File: src/rtl/ml_kem_byte_encode.sv
// ByteEncode_D: packs 256 D-bit coefficients LSB-first into a little-endian stream of 64-bit words.
// A 75-bit accumulator absorbs one coefficient per cycle and releases a word once 64 bits are present.
module ml_kem_byte_encode #(
  parameter int D      = 12,
  parameter int N_COEF = 256
) (
  input  logic        clk_i,
  input  logic        rst_i,
  input  logic        start_i,
  input  logic [11:0] coef_i,
  input  logic        coef_valid_i,
  output logic        coef_ready_o,
  output logic [63:0] word_o,
  output logic        word_valid_o,
  input  logic        word_ready_i,
  output logic        word_last_o,
  output logic        busy_o,
  output logic        done_o
);
  localparam logic [5:0] LAST_WORD = 6'(4 * D - 1);
  localparam logic [8:0] LAST_COEF = 9'(N_COEF - 1);

  typedef enum logic [1:0] {IDLE = 2'd0, RUN = 2'd1, DRAIN = 2'd2} state_t;

  state_t      state_reg, state_next;
  logic [74:0] acc_reg, acc_next;
  logic [6:0]  fill_reg, fill_next;
  logic [8:0]  coef_cnt_reg, coef_cnt_next;
  logic [5:0]  word_cnt_reg, word_cnt_next;
  logic        done_reg, done_next;

  logic        coef_hs, word_hs;
  logic [74:0] acc_shift, coef_ext;
  logic [6:0]  fill_base;

  assign word_valid_o = (fill_reg >= 7'd64);
  assign coef_ready_o = (state_reg == RUN) && (fill_reg < 7'd64);
  assign word_o       = acc_reg[63:0];
  assign word_last_o  = word_valid_o && (word_cnt_reg == LAST_WORD);
  assign busy_o       = (state_reg != IDLE);
  assign done_o       = done_reg;

  assign coef_hs = coef_valid_i && coef_ready_o;
  assign word_hs = word_valid_o && word_ready_i;

  // A word leaving this cycle frees the low 64 bits before the new coefficient lands.
  assign acc_shift = word_hs ? {64'd0, acc_reg[74:64]} : acc_reg;
  assign fill_base = word_hs ? (fill_reg - 7'd64) : fill_reg;
  assign coef_ext  = 75'(coef_i[D-1:0]) << fill_base;

  always_comb begin
    state_next    = state_reg;
    acc_next      = acc_reg;
    fill_next     = fill_reg;
    coef_cnt_next = coef_cnt_reg;
    word_cnt_next = word_cnt_reg;
    done_next     = 1'b0;

    case (state_reg)
      IDLE: begin
        if (start_i) begin
          state_next    = RUN;
          acc_next      = '0;
          fill_next     = '0;
          coef_cnt_next = '0;
          word_cnt_next = '0;
        end
      end
      default: begin
        acc_next  = coef_hs ? (acc_shift | coef_ext) : acc_shift;
        fill_next = fill_base + (coef_hs ? 7'(D) : 7'd0);
        if (coef_hs) begin
          coef_cnt_next = coef_cnt_reg + 9'd1;
        end
        if (word_hs) begin
          word_cnt_next = (word_cnt_reg == LAST_WORD) ? 6'd0 : word_cnt_reg + 6'd1;
        end
        if ((state_reg == RUN) && coef_hs && (coef_cnt_reg == LAST_COEF)) begin
          state_next = DRAIN;
        end
        // 256*D is a whole number of words, so the final word always leaves from DRAIN.
        if ((state_reg == DRAIN) && word_hs && (word_cnt_reg == LAST_WORD)) begin
          state_next = IDLE;
          done_next  = 1'b1;
        end
      end
    endcase
  end

  always_ff @(posedge clk_i or posedge rst_i) begin
    if (rst_i) begin
      state_reg    <= IDLE;
      acc_reg      <= '0;
      fill_reg     <= '0;
      coef_cnt_reg <= '0;
      word_cnt_reg <= '0;
      done_reg     <= 1'b0;
    end else begin
      state_reg    <= state_next;
      acc_reg      <= acc_next;
      fill_reg     <= fill_next;
      coef_cnt_reg <= coef_cnt_next;
      word_cnt_reg <= word_cnt_next;
      done_reg     <= done_next;
    end
  end

endmodule

File: config.mk
export PLATFORM = sky130hd
export DESIGN_NAME = ml_kem_byte_encode
export DESIGN_NICKNAME = d
export VERILOG_FILES = /design/src/rtl/ml_kem_byte_encode.sv
export SDC_FILE = /design/constraint.sdc
export NUM_CORES = 1
export LEC_CHECK = 0
export CORE_ASPECT_RATIO = 1.75
export CORE_MARGIN = 10
export CORE_UTILIZATION = 47
export CTS_CLUSTER_SIZE = 40
export DETAILED_ROUTE_END_ITERATION = 8
export GPL_TIMING_DRIVEN = 0
export PLACE_DENSITY = 0.78
export SYNTH_ARGS = -nofsm -noshare
export SYNTH_HDL_FRONTEND = slang
export SYNTH_SLANG_ARGS = --single-unit
File: constraint.sdc
create_clock -name clk_i -period 2.99 [get_ports clk_i]
set_clock_uncertainty 0.1 [all_clocks]
set_input_delay 0.598 -clock clk_i [delete_from_list [all_inputs] [get_ports clk_i]]
set_output_delay 0.598 -clock clk_i [all_outputs]
set_load 0.02 [all_outputs]
Word-level counts from Yosys, hierarchy flattened
Index checks and enable logic that the tools add are counted.
W data, S select, Z words.
{"block": "word_totals", "in_bits": 17, "n_memories": 0, "mem_bits_rw": 0, "mem_bits_ro": 0, "word_cells": 56, "latchBits": 0, "out_inout_bits": 69, "register_bits": 100}
{"block": "op_classes", "n_eq_ne": 5, "n_reduce_logical": 16, "shifts": 1, "mul": 0, "n_mux": 21, "n_bitwise": 1, "magnitude_cmp": 2, "add_sub_neg": 4, "n_div": 0}
{"operator": "$mux W75", "count": 4}
{"operator": "$or A75 B75 Y75", "count": 1}
{"operator": "$shl A12 B7 Y75", "count": 1}
{"operator": "$mux W9", "count": 3}
{"operator": "$mux W6", "count": 4}
{"operator": "$mux W7", "count": 3}
{"operator": "$add A9 B1 Y9 const B", "count": 1}
{"operator": "$eq A9 B8 Y1 const B", "count": 1}
{"operator": "$logic_and A1 B1 Y1", "count": 8}
{"operator": "$mux W2", "count": 4}
{"operator": "$add A7 B4 Y7", "count": 1}
{"operator": "$ge A7 B7 Y1 const B", "count": 1}
{"operator": "$lt A7 B7 Y1 const B", "count": 1}
{"operator": "$sub A7 B7 Y7 const B", "count": 1}
{"operator": "$add A6 B1 Y6 const B", "count": 1}
{"operator": "$eq A6 B6 Y1 const B", "count": 1}
{"operator": "$reduce_and A2 Y1", "count": 3}
{"operator": "$reduce_bool A2 Y1", "count": 3}
{"operator": "$mux W4", "count": 1}
{"operator": "$reduce_bool A3 Y1", "count": 1}
{"operator": "$eq A2 B1 Y1 const B", "count": 1}
{"operator": "$eq A2 B2 Y1 const B", "count": 1}
{"operator": "$logic_not A2 Y1", "count": 1}
{"operator": "$mux W1", "count": 2}
{"operator": "$ne A2 B2 Y1 const B", "count": 1}

Depth between registers and ports, before layout
{"block": "depth", "word_depth": 8, "mapped_depth": 8}

Worst setup path after synthesis
No wires, ideal clock.
{"block": "synth_path", "path_type": "input -> register", "startpoint": "input port coef_valid_i", "endpoint": "register fill_reg[6]", "setup_slack_ps": 897, "path_buffers": 1, "setup_ps": 69, "stages": 7, "arrival_ps": 1924, "required_ps": 2821, "cell_sequence": "and4bb_4 > buf_2 > xnor2_1 > ha_1 > a21oi_1 > or4_1 > nand3_1"}
{"block": "synth_via", "elab_chain_cells": 4}
{"item": "start: declaration", "line": "11", "text": "input logic coef_valid_i,"}
{"item": "$logic_and A1 B1 Y1", "line": "43", "text": "assign coef_hs = coef_valid_i && coef_ready_o;"}
{"item": "$mux W4", "line": "71", "text": "fill_next = fill_base + (coef_hs ? 7'(D) : 7'd0);"}
{"item": "$add A7 B4 Y7", "line": "71"}
{"item": "$mux W7", "line": "59", "text": "case (state_reg)"}
{"item": "end signal: assignment", "line": "101", "text": "fill_reg <= fill_next;"}
{"item": "end: declaration", "line": "27", "text": "logic [6:0] fill_reg, fill_next;"}
Every way passes these cells.
A chain may end at the register's enable or synchronous reset.

Worst setup path in the final report
{"block": "layout_path", "startpoint": "register state_reg[0]", "endpoint": "output port busy_o"}
{"block": "layout_via", "elab_chain_cells": 1}
{"item": "start: declaration", "line": "25", "text": "state_t state_reg, state_next;"}
{"item": "start signal: assignment", "line": "99", "text": "state_reg <= state_next;"}
{"item": "$reduce_bool A2 Y1", "line": "40", "text": "assign busy_o = (state_reg != IDLE);"}
{"item": "end: declaration", "line": "17", "text": "output logic busy_o,"}
Every way passes these cells.

==> results.cfg <==
[layout]
syn_to_final_growth_pct = 28.18
fin_nets = 580
layout_commonest_cell = dfrtp_1
insertedDiodeCount = 0
largest_reg_flops = 75
finalNonFillerCells = 689
drive_above_1_share_pct = 19.04
layout_common_cells = dfrtp_1, clkdlybuf4s50_1, buf_4

[routing]
drt_iter0_markers = 303
viasPerCell = 5.713
wl_per_cell_microns = 19.26
antenna_left = 0
dr.pass1.iters = 5
via_count = 3936
drc = 0
wl_mm = 13.27

[clocking]
cts_root_buf = clkbuf_16
post_cts_buffers = 0
cts_sinks = 98
clk_path_buf_depth = 2
ctsResizeCount = 0
cts.clk_slew.worst_paths_ns = 0.06
cts_hold_buf = 0
numCtsBuffers = 9
cts_tree = built
clock_latency_ns = 0.35
cts-htree-levels = 3

[setup_path]
criticalPathCategory = reg2out
worst_r2r_path_depth = 8
worstPathArrival_ns = 1.95
required_ns = 2.29
end_kind = output port
reg2reg_slack_ns = 0.68
reg2reg_from = state_reg[1]$_DFFE_PP0P_
rr_endpoint = fill_reg[6]$_DFFE_PP0P_
critPathLaunchType = flip-flop
worst-path-max-fanout = 10

[sta]
max_freq_mhz = 378.1
slew_viol_final = 0
fin_crit_sh_pct = 88.45
rsz0062_at_grt = false
relSlewSlack_pct = 55.31
hold_viol_final = 0
setup-tns-final_ns = 0
worst_pin_slew_ns = 0.6633
fin_crit_ns = 2.645
setup_viol = 0

[synthesis]
ys.warnings.count = 0
syn-num-nets = 482
async_flop_share_pct = 100.0
synth_area_sq_um = 4840
ys_types = 47
synth.top_cell.area_share_pct = 50.67
ys.flop_type = dfrtp_1
yosysTopAreaCell = dfrtp_1
ys_ff_latch = 98
synth-edff-count = 0
ys_seq_area_share_pct = 50.67
yosys-top-cells-area = dfrtp_1, buf_4, a22o_1, o21ai_0, nand2_1
syn_inst = 461
avgSynthCellArea_sq_um = 10.50

[hold_path]
holdPathEnd = acc_reg[17]$_DFFE_PP0P_
hold_path_depth = 2
hold_class = reg2reg
min-delay-start = acc_reg[17]$_DFFE_PP0P_

[floorplanning]
io_pins = 86
start_util_pct = 47.55
dieArea_sq_um = 14920
coreArea_sq_um = 10180
die_h_microns = 154.2
die_w_microns = 96.71
rows = 49

[power_and_ir_drop]
peakVddDrop_mv = 0.6300
p_per_area_nw_per_um2 = 1195
leakagePower_nw = 2.800

[run_status]
status = finished clean

[job]
max_cap_viol_count = 0

[global_routing]
antenna_found_initial = 0
grt_util_all_layers_pct = 17.59
grt_pass1_wl_mm = 21.62
grt_max_degree = 44
overflow = 0
grt_pass1_vias = 4152

[placement]
dp_hpwl_mm = 10.03
dpl.cell_count = 675
gp_congestion = 0.8867
io_buffers = 85
## Yosys cell counts (6+ instances only)
cell and number:
nand2_1 40, buf_2 14, dfrtp_1 98, mux2i_1 9, a22oi_1 10, a22o_1 36
nand3_1 8, a21oi_1 13, buf_4 65, o21ai_0 41, clkbuf_1 6, nor3_1 11
and3_1 6, inv_1 12, nor2_1 21
## stage by stage
step	cell area [sq um]	power [mW]	worst slack, ns	hold WS [ns]	utilization, %
after floorplan	4843	4.720	0.8970	0.3488	-
after global placement	5853	6.078	0.2200	0.3715	57.51
after detailed placement	5893	6.200	0.1954	0.3712	57.91
after CTS	6201	7.441	0.04571	0.3865	60.93
after global routing	6203	7.831	0.2446	0.4124	60.95
final	6203	7.411	0.3454	0.3839	60.95
## area by class of cell
type                    count  area [sq um]
fillers                   850          3974
repair buffers             87         893.4
clock buffers              11         242.7
clock inverters             3         65.06
multi-input cells         262          1724
plain buffers              89         618.1
flip-flops and latches     98          2452
inverters                  12         48.80
well taps                 127         158.9
## worst max path at each step
stage | startpoint | to | slack, ns | cells after the start
after global routing | state_reg[0]$_DFFE_PP0P_ | busy_o | 0.24 | 4
final | state_reg[0]$_DFFE_PP0P_ | busy_o | 0.35 | 4
after CTS | word_cnt_reg[0]$_DFFE_PP0P_ | word_last_o | 0.05 | 5
after floorplan | coef_valid_i | fill_reg[6]$_DFFE_PP0P_ | 0.90 | 7
after global placement | rst_i | done_o$_DFF_PP0_ | 0.22 | 2
after detailed placement | coef_valid_i | fill_reg[6]$_DFFE_PP0P_ | 0.20 | 8
## where the power goes
part,total (mW),internal (mW),leakage (nW),switching (mW)
logic,3.89,1.96,1.43,1.93
clock network,1.21,0.745,0.151,0.470
registers,2.31,1.90,1.22,0.405
total,7.41,4.61,2.80,2.80
## metal layers
layer	wire (microns)	track usage [%]
met5	0	0
met4	624	10.23
met3	818	4.103
met2	7092	31.81
met1	4731	17.92
## critical path: stages (launching register included)
cell and delay [ns]:
dfrtp_1 0.37, buf_6 0.14, nor2_1 0.29, inv_1 0.21
clkdlybuf4s50_1 0.59
## cell families (layout without fill, tap and decap cells)
kind of cell / after synthesis / count (layout) / synth area share [%]
flip-flops: 98 / 98 / 50.67
buffers and inverters: 101 / 202 / 13.70
multiplexers: 9 / 9 / 1.862
AO/OA/AOI/OAI: 128 / 128 / 19.08
adder cells (fa/ha/maj): 4 / 4 / 1.034
XOR/XNOR: 8 / 8 / 1.448
AND/OR/NAND/NOR: 113 / 113 / 12.20
Power figures use the tool's default switching activity.
